<file path="src/rtl/adc_frame_avg.sv">
`default_nettype none
// ============================================================================
//  Module   : adc_frame_avg
//  Purpose  : Per-channel boxcar averager for a round-robin ADC stream; emits
//             one averaged word per channel per completed frame.
//  Revision : 1.0  initial release
// ============================================================================
module adc_frame_avg #(
    parameter int NUM_CH   = 6,
    parameter int AVG_LOG2 = 3
) (
    input  logic        clk,
    input  logic        rst,
    input  logic        sample_valid,
    input  logic [15:0] sample_data,
    input  logic [2:0]  sample_channel,
    input  logic        operation_mode,
    output logic        out_valid,
    input  logic        out_ready,
    output logic [15:0] out_data,
    output logic [2:0]  out_channel,
    output logic        out_last,
    output logic        seq_err,
    output logic        frame_drop,
    output logic        overflow,
    output logic [7:0]  seq_err_cnt
);

    localparam int               ACC_W      = 16 + AVG_LOG2;
    localparam int               RND_W      = (AVG_LOG2 > 0) ? AVG_LOG2 : 1;
    localparam logic [2:0]       c_LAST_CH  = 3'(NUM_CH - 1);
    localparam logic [RND_W-1:0] c_LAST_RND = RND_W'((1 << AVG_LOG2) - 1);

    localparam logic [1:0] c_IDLE     = 2'd0;
    localparam logic [1:0] c_ACCUM    = 2'd1;
    localparam logic [1:0] c_RESYNC   = 2'd2;
    localparam logic       c_OUT_IDLE = 1'b0;
    localparam logic       c_OUT_SEND = 1'b1;

    logic [1:0]       r_in_state;
    logic [2:0]       r_exp_ch;
    logic [RND_W-1:0] r_round;
    logic [ACC_W-1:0] r_acc [NUM_CH];
    logic             r_frame_done;
    logic             r_seq_err;
    logic [7:0]       r_seq_err_cnt;

    logic             r_out_state;
    logic [2:0]       r_idx;
    logic [15:0]      r_out_buf [NUM_CH];
    logic             r_frame_drop;
    logic             r_overflow;

    logic [15:0]      w_avg [NUM_CH];
    logic             w_active;
    logic             w_accept;
    logic             w_mismatch;
    logic             w_ch_wrap;
    logic             w_frame_end;
    logic             w_hs;
    logic             w_hs_last;

    // RESYNC always waits with r_exp_ch == 0, so it shares the accept path.
    assign w_active    = (r_in_state == c_ACCUM) || (r_in_state == c_RESYNC);
    assign w_accept    = operation_mode && sample_valid && w_active && (sample_channel == r_exp_ch);
    assign w_mismatch  = operation_mode && sample_valid && (r_in_state == c_ACCUM) &&
                         (sample_channel != r_exp_ch);
    assign w_ch_wrap   = (r_exp_ch == c_LAST_CH);
    assign w_frame_end = w_accept && w_ch_wrap && (r_round == c_LAST_RND);

    always_ff @(posedge clk) begin
        if (w_accept) begin
            if (r_round == '0)
                r_acc[r_exp_ch] <= ACC_W'(sample_data);
            else
                r_acc[r_exp_ch] <= r_acc[r_exp_ch] + ACC_W'(sample_data);
        end
    end

    always_ff @(posedge clk) begin
        if (rst) begin
            r_in_state    <= c_IDLE;
            r_exp_ch      <= 3'd0;
            r_round       <= '0;
            r_frame_done  <= 1'b0;
            r_seq_err     <= 1'b0;
            r_seq_err_cnt <= 8'd0;
        end else begin
            r_frame_done <= w_frame_end;
            r_seq_err    <= w_mismatch;
            if (w_mismatch && (r_seq_err_cnt != 8'hFF))
                r_seq_err_cnt <= r_seq_err_cnt + 8'd1;

            if (!operation_mode) begin
                r_in_state <= c_IDLE;
                r_exp_ch   <= 3'd0;
                r_round    <= '0;
            end else begin
                case (r_in_state)
                    c_IDLE: begin
                        r_in_state <= c_ACCUM;
                        r_exp_ch   <= 3'd0;
                        r_round    <= '0;
                    end
                    c_ACCUM, c_RESYNC: begin
                        if (w_accept) begin
                            r_in_state <= c_ACCUM;
                            if (w_ch_wrap) begin
                                r_exp_ch <= 3'd0;
                                r_round  <= w_frame_end ? '0 : r_round + RND_W'(1);
                            end else begin
                                r_exp_ch <= r_exp_ch + 3'd1;
                            end
                        end else if (w_mismatch) begin
                            r_in_state <= c_RESYNC;
                            r_exp_ch   <= 3'd0;
                            r_round    <= '0;
                        end
                    end
                    default: r_in_state <= c_IDLE;
                endcase
            end
        end
    end

    for (genvar c = 0; c < NUM_CH; c++) begin : g_avg
        assign w_avg[c] = r_acc[c][ACC_W-1:AVG_LOG2];
    end

    assign w_hs      = (r_out_state == c_OUT_SEND) && out_ready;
    assign w_hs_last = w_hs && (r_idx == c_LAST_CH);

    // A completed frame lands one edge after completion, so acc is already final
    // even if channel 0 of the next frame is being written on the same edge.
    always_ff @(posedge clk) begin
        if (rst) begin
            r_out_state  <= c_OUT_IDLE;
            r_idx        <= 3'd0;
            r_frame_drop <= 1'b0;
            r_overflow   <= 1'b0;
        end else begin
            r_frame_drop <= 1'b0;
            if (r_frame_done && ((r_out_state == c_OUT_IDLE) || w_hs_last)) begin
                for (int c = 0; c < NUM_CH; c++)
                    r_out_buf[c] <= w_avg[c];
                r_idx       <= 3'd0;
                r_out_state <= c_OUT_SEND;
            end else begin
                if (r_frame_done) begin
                    r_frame_drop <= 1'b1;
                    r_overflow   <= 1'b1;
                end
                if (w_hs_last) begin
                    r_idx       <= 3'd0;
                    r_out_state <= c_OUT_IDLE;
                end else if (w_hs) begin
                    r_idx <= r_idx + 3'd1;
                end
            end
        end
    end

    assign out_valid   = (r_out_state == c_OUT_SEND);
    assign out_data    = out_valid ? r_out_buf[r_idx] : 16'd0;
    assign out_channel = out_valid ? r_idx : 3'd0;
    assign out_last    = out_valid && (r_idx == c_LAST_CH);
    assign seq_err     = r_seq_err;
    assign frame_drop  = r_frame_drop;
    assign overflow    = r_overflow;
    assign seq_err_cnt = r_seq_err_cnt;

endmodule
`default_nettype wire

</file>
<file path="config.mk">
export PLATFORM = sky130hd
export DESIGN_NAME = adc_frame_avg
export DESIGN_NICKNAME = d
export VERILOG_FILES = /design/src/rtl/adc_frame_avg.sv
export SDC_FILE = /design/constraint.sdc
export NUM_CORES = 1
export LEC_CHECK = 0
export ABC_AREA = 1
export CORE_ASPECT_RATIO = 1.75
export CORE_UTILIZATION = 60
export DETAILED_ROUTE_END_ITERATION = 8
export GPL_TIMING_DRIVEN = 0
export PLACE_DENSITY = 0.88
export SLEW_MARGIN = 20
export SYNTH_ARGS = -nofsm -noshare
export SYNTH_HDL_FRONTEND = slang
export SYNTH_SLANG_ARGS = --single-unit
</file>
<file path="constraint.sdc">
create_clock -name clk -period 3.9 [get_ports clk]
set_clock_uncertainty 0.1 [all_clocks]
set_input_delay 0.585 -clock clk [delete_from_list [all_inputs] [get_ports clk]]
set_output_delay 0.585 -clock clk [all_outputs]
set_load 0.005 [all_outputs]
</file>
==> results.cfg <==
[cells_and_area]
fin_util_pct = 70.5
regArea_sq_um = 8050
fillers = 1251
synthToLayoutAreaGrowth_pct = 14.5
multi_input_comb_area_sq_um = 3740
nets = 1271
n_antenna_cell = 0
drive_gt1_share_pct = 9.08
final_common_cell = edfxtp_1
mostFrequentLayoutCells = edfxtp_1, nor2_1, nand2_1

[placed_design]
place.gp.congestion = 0.923
pre_cts_ws_ns = -0.414
port_buffers = 55
dp_hpwl_mm = 22.3

[power]
ir_drop_v = 0.000336
power_density_nw_per_um2 = 399
p_leak_nw = 5.07
power_mw = 5.58

[global_routing]
antenna_found_initial = 0
grt_pass1_vias = 9205
grt_overflow_total = 0
gr-usage-all-layers_pct = 32.0
grt_max_degree = 54
grt_pass1_wl_mm = 48.4

[worst_setup_path]
critPathArrivalTime_ns = 4.01
critical_path_class = reg2reg
r2r_cells = 17
start_kind = register
rrSetupSlack_ns = 0.04
r2r-end = r_acc[1][16]$_DFFE_PP_
end_kind = register
crit_fanout = 10
endpoint = r_acc[1][16]$_DFFE_PP_
required_ns = 4.05

[sta]
fmax_mhz = 259
rsz0062_at_grt = false
hold-worst-slack_ns = 0.341
setup_viol = 0
fin_ws_ns = 0.0409
post-route-period-util_pct = 99.0
hold_violations = 0
tns_ns = 0
slew_violations = 0
slew_headroom_pct = 41.5
fin_crit_ns = 3.86
worst_pin_slew_ns = 0.877

[flow_run]
max-cap-violations = 0

[floorplan]
io_pins = 56
core_sq_um = 19800
fp.dieH_um = 191
die_area_sq_um = 21000
initial_utilization_pct = 61.6
rows = 68
fp.dieW_um = 110

[clocking]
clk_latency_ns = 0.51
clk_pin_slew_worst_paths_ns = 0.07
cts_inserted_buffers = 23
clock_path_buffers = 3
ctsHtreeMaxLevel = 1
ctsRootBufferMaster = clkbuf_16
clock-sinks = 278
cts_tree = built
cts_hold_buf = 0
cts_setup_buffers = 0

[detailed_routing]
routed-via-count = 9163
ant_nets = 0
drtIter0Drc = 1054
viasPerCell = 6.20
route.detailed.drc = 0
wirelength_mm = 32.3
wl_per_cell_um = 21.9
first_pass_iters = 7

[synthesis]
syn_avg_cell_area_sq_um = 10.8
synth_warnings = 0
synth-edff-count = 248
ys_seq_elements = 278
synth_nets = 1182
synth_flop_cell = edfxtp_1
ys_types = 39
yosysSeqAreaShare_pct = 65.9
syn_inst = 1132
syn-cell-area_sq_um = 12200
synthArstFlopShare_pct = 0

[run_status]
status = finished, final reports clean

[worst_hold_path]
worstHoldPathType = reg2reg
sequential cells by signal, summed over array words and instances, names as in the netlist, 2 cells and up, named ones only:
signal / flops
r_out_buf: 96
r_idx: 3
r_acc: 152
r_exp_ch: 3
r_in_state: 2
r_round: 3
seq_err_cnt: 8
cells by family after synthesis:
group / synth area share, %
flops: 65.9
compound gates: 10.4
xor+xnor: 1.41
simple gates: 15.2
buf+inv: 4.33
fa+ha+maj: 2.72
worst max-delay path: stages, from the launching register on:
cell	delay, ns
dfxtp_2	0.36
inv_2	0.10
buf_6	0.16
buf_4	0.19
clkbuf_4	0.25
nor2_1	0.06
o22ai_1	0.18
nor2_1	0.08
a31oi_1	0.23
ha_1	0.27
inv_1	0.09
fa_1	0.40
inv_1	0.14
a31oi_1	0.19
o21ai_2	0.24
nand3_1	0.15
a21oi_1	0.26
nor2_4	0.11
where the power goes:
part | internal [mW] | switching, mW
Combinational | 0.0644 | 0.106
Clock | 1.21 | 0.983
Sequential | 3.22 | 0.00211
Total | 4.49 | 1.09
stage by stage:
stage	area, sq um	cells
2_1_floorplan	12200	1132
3_3_place_gp	13100	1432
3_5_place_dp	13200	1441
4_1_cts	13900	1478
5_1_grt	14000	1478
6_report	14000	1478
how the worst min path moves through the flow:
stage,from,endpoint,slack [ns],cells past startpoint
6_report,r_acc[1][14]$_DFFE_PP_,r_out_buf[1][11]$_DFFE_PP_,0.34,0
5_1_grt,r_acc[5][7]$_DFFE_PP_,r_out_buf[5][4]$_DFFE_PP_,0.35,0
4_1_cts,r_acc[5][7]$_DFFE_PP_,r_out_buf[5][4]$_DFFE_PP_,0.34,0
3_5_place_dp,r_acc[1][14]$_DFFE_PP_,r_out_buf[1][11]$_DFFE_PP_,0.33,0
3_3_place_gp,r_acc[5][8]$_DFFE_PP_,r_out_buf[5][5]$_DFFE_PP_,0.33,0
2_1_floorplan,r_acc[1][3]$_DFFE_PP_,r_out_buf[1][0]$_DFFE_PP_,0.32,0
what timing repair did:
action	CTS	global route
pin swaps	0	1
resized for setup	8	23
setup endpoints to repair	40	80
Yosys cell counts (12+ instances only):
| master | number | share of area, % |
|---|---|---|
| a21oi_1 | 45 | 1.8 |
| a31oi_1 | 17 | 0.87 |
| buf_2 | 12 | 0.49 |
| clkbuf_1 | 22 | 0.68 |
| dfxtp_1 | 30 | 4.9 |
| edfxtp_1 | 248 | 61 |
| ha_1 | 25 | 2.6 |
| inv_1 | 67 | 2.1 |
| nand2_1 | 164 | 5.0 |
| nand3_1 | 42 | 1.7 |
| nor2_1 | 230 | 7.1 |
| o21ai_0 | 110 | 4.5 |
| o22ai_1 | 18 | 0.92 |
| o32ai_1 | 16 | 1.1 |
layer usage:
layer  routed length (um)  up-vias  GRT usage (%)  part of all wire (%)
li1                     -     4115              -                     -
met1                10100     4308           32.7                    31
met2                17400      579           58.0                    54
met3                 2490      161           4.17                   7.7
met4                 2360        0           23.1                   7.3
met5                    0        -              0                     0
area by class of cell:
cell class                 count  area share (%)
buffer                        51            2.00
clock buffer                  25            4.17
clock inverter                12           0.805
inverter                      73            1.98
multi-input combinational    730            26.7
sequential                   278            57.6
tap                          245            2.19
timing repair buffer          64            4.56
Note: power is estimated with default switching activity, not from simulation.
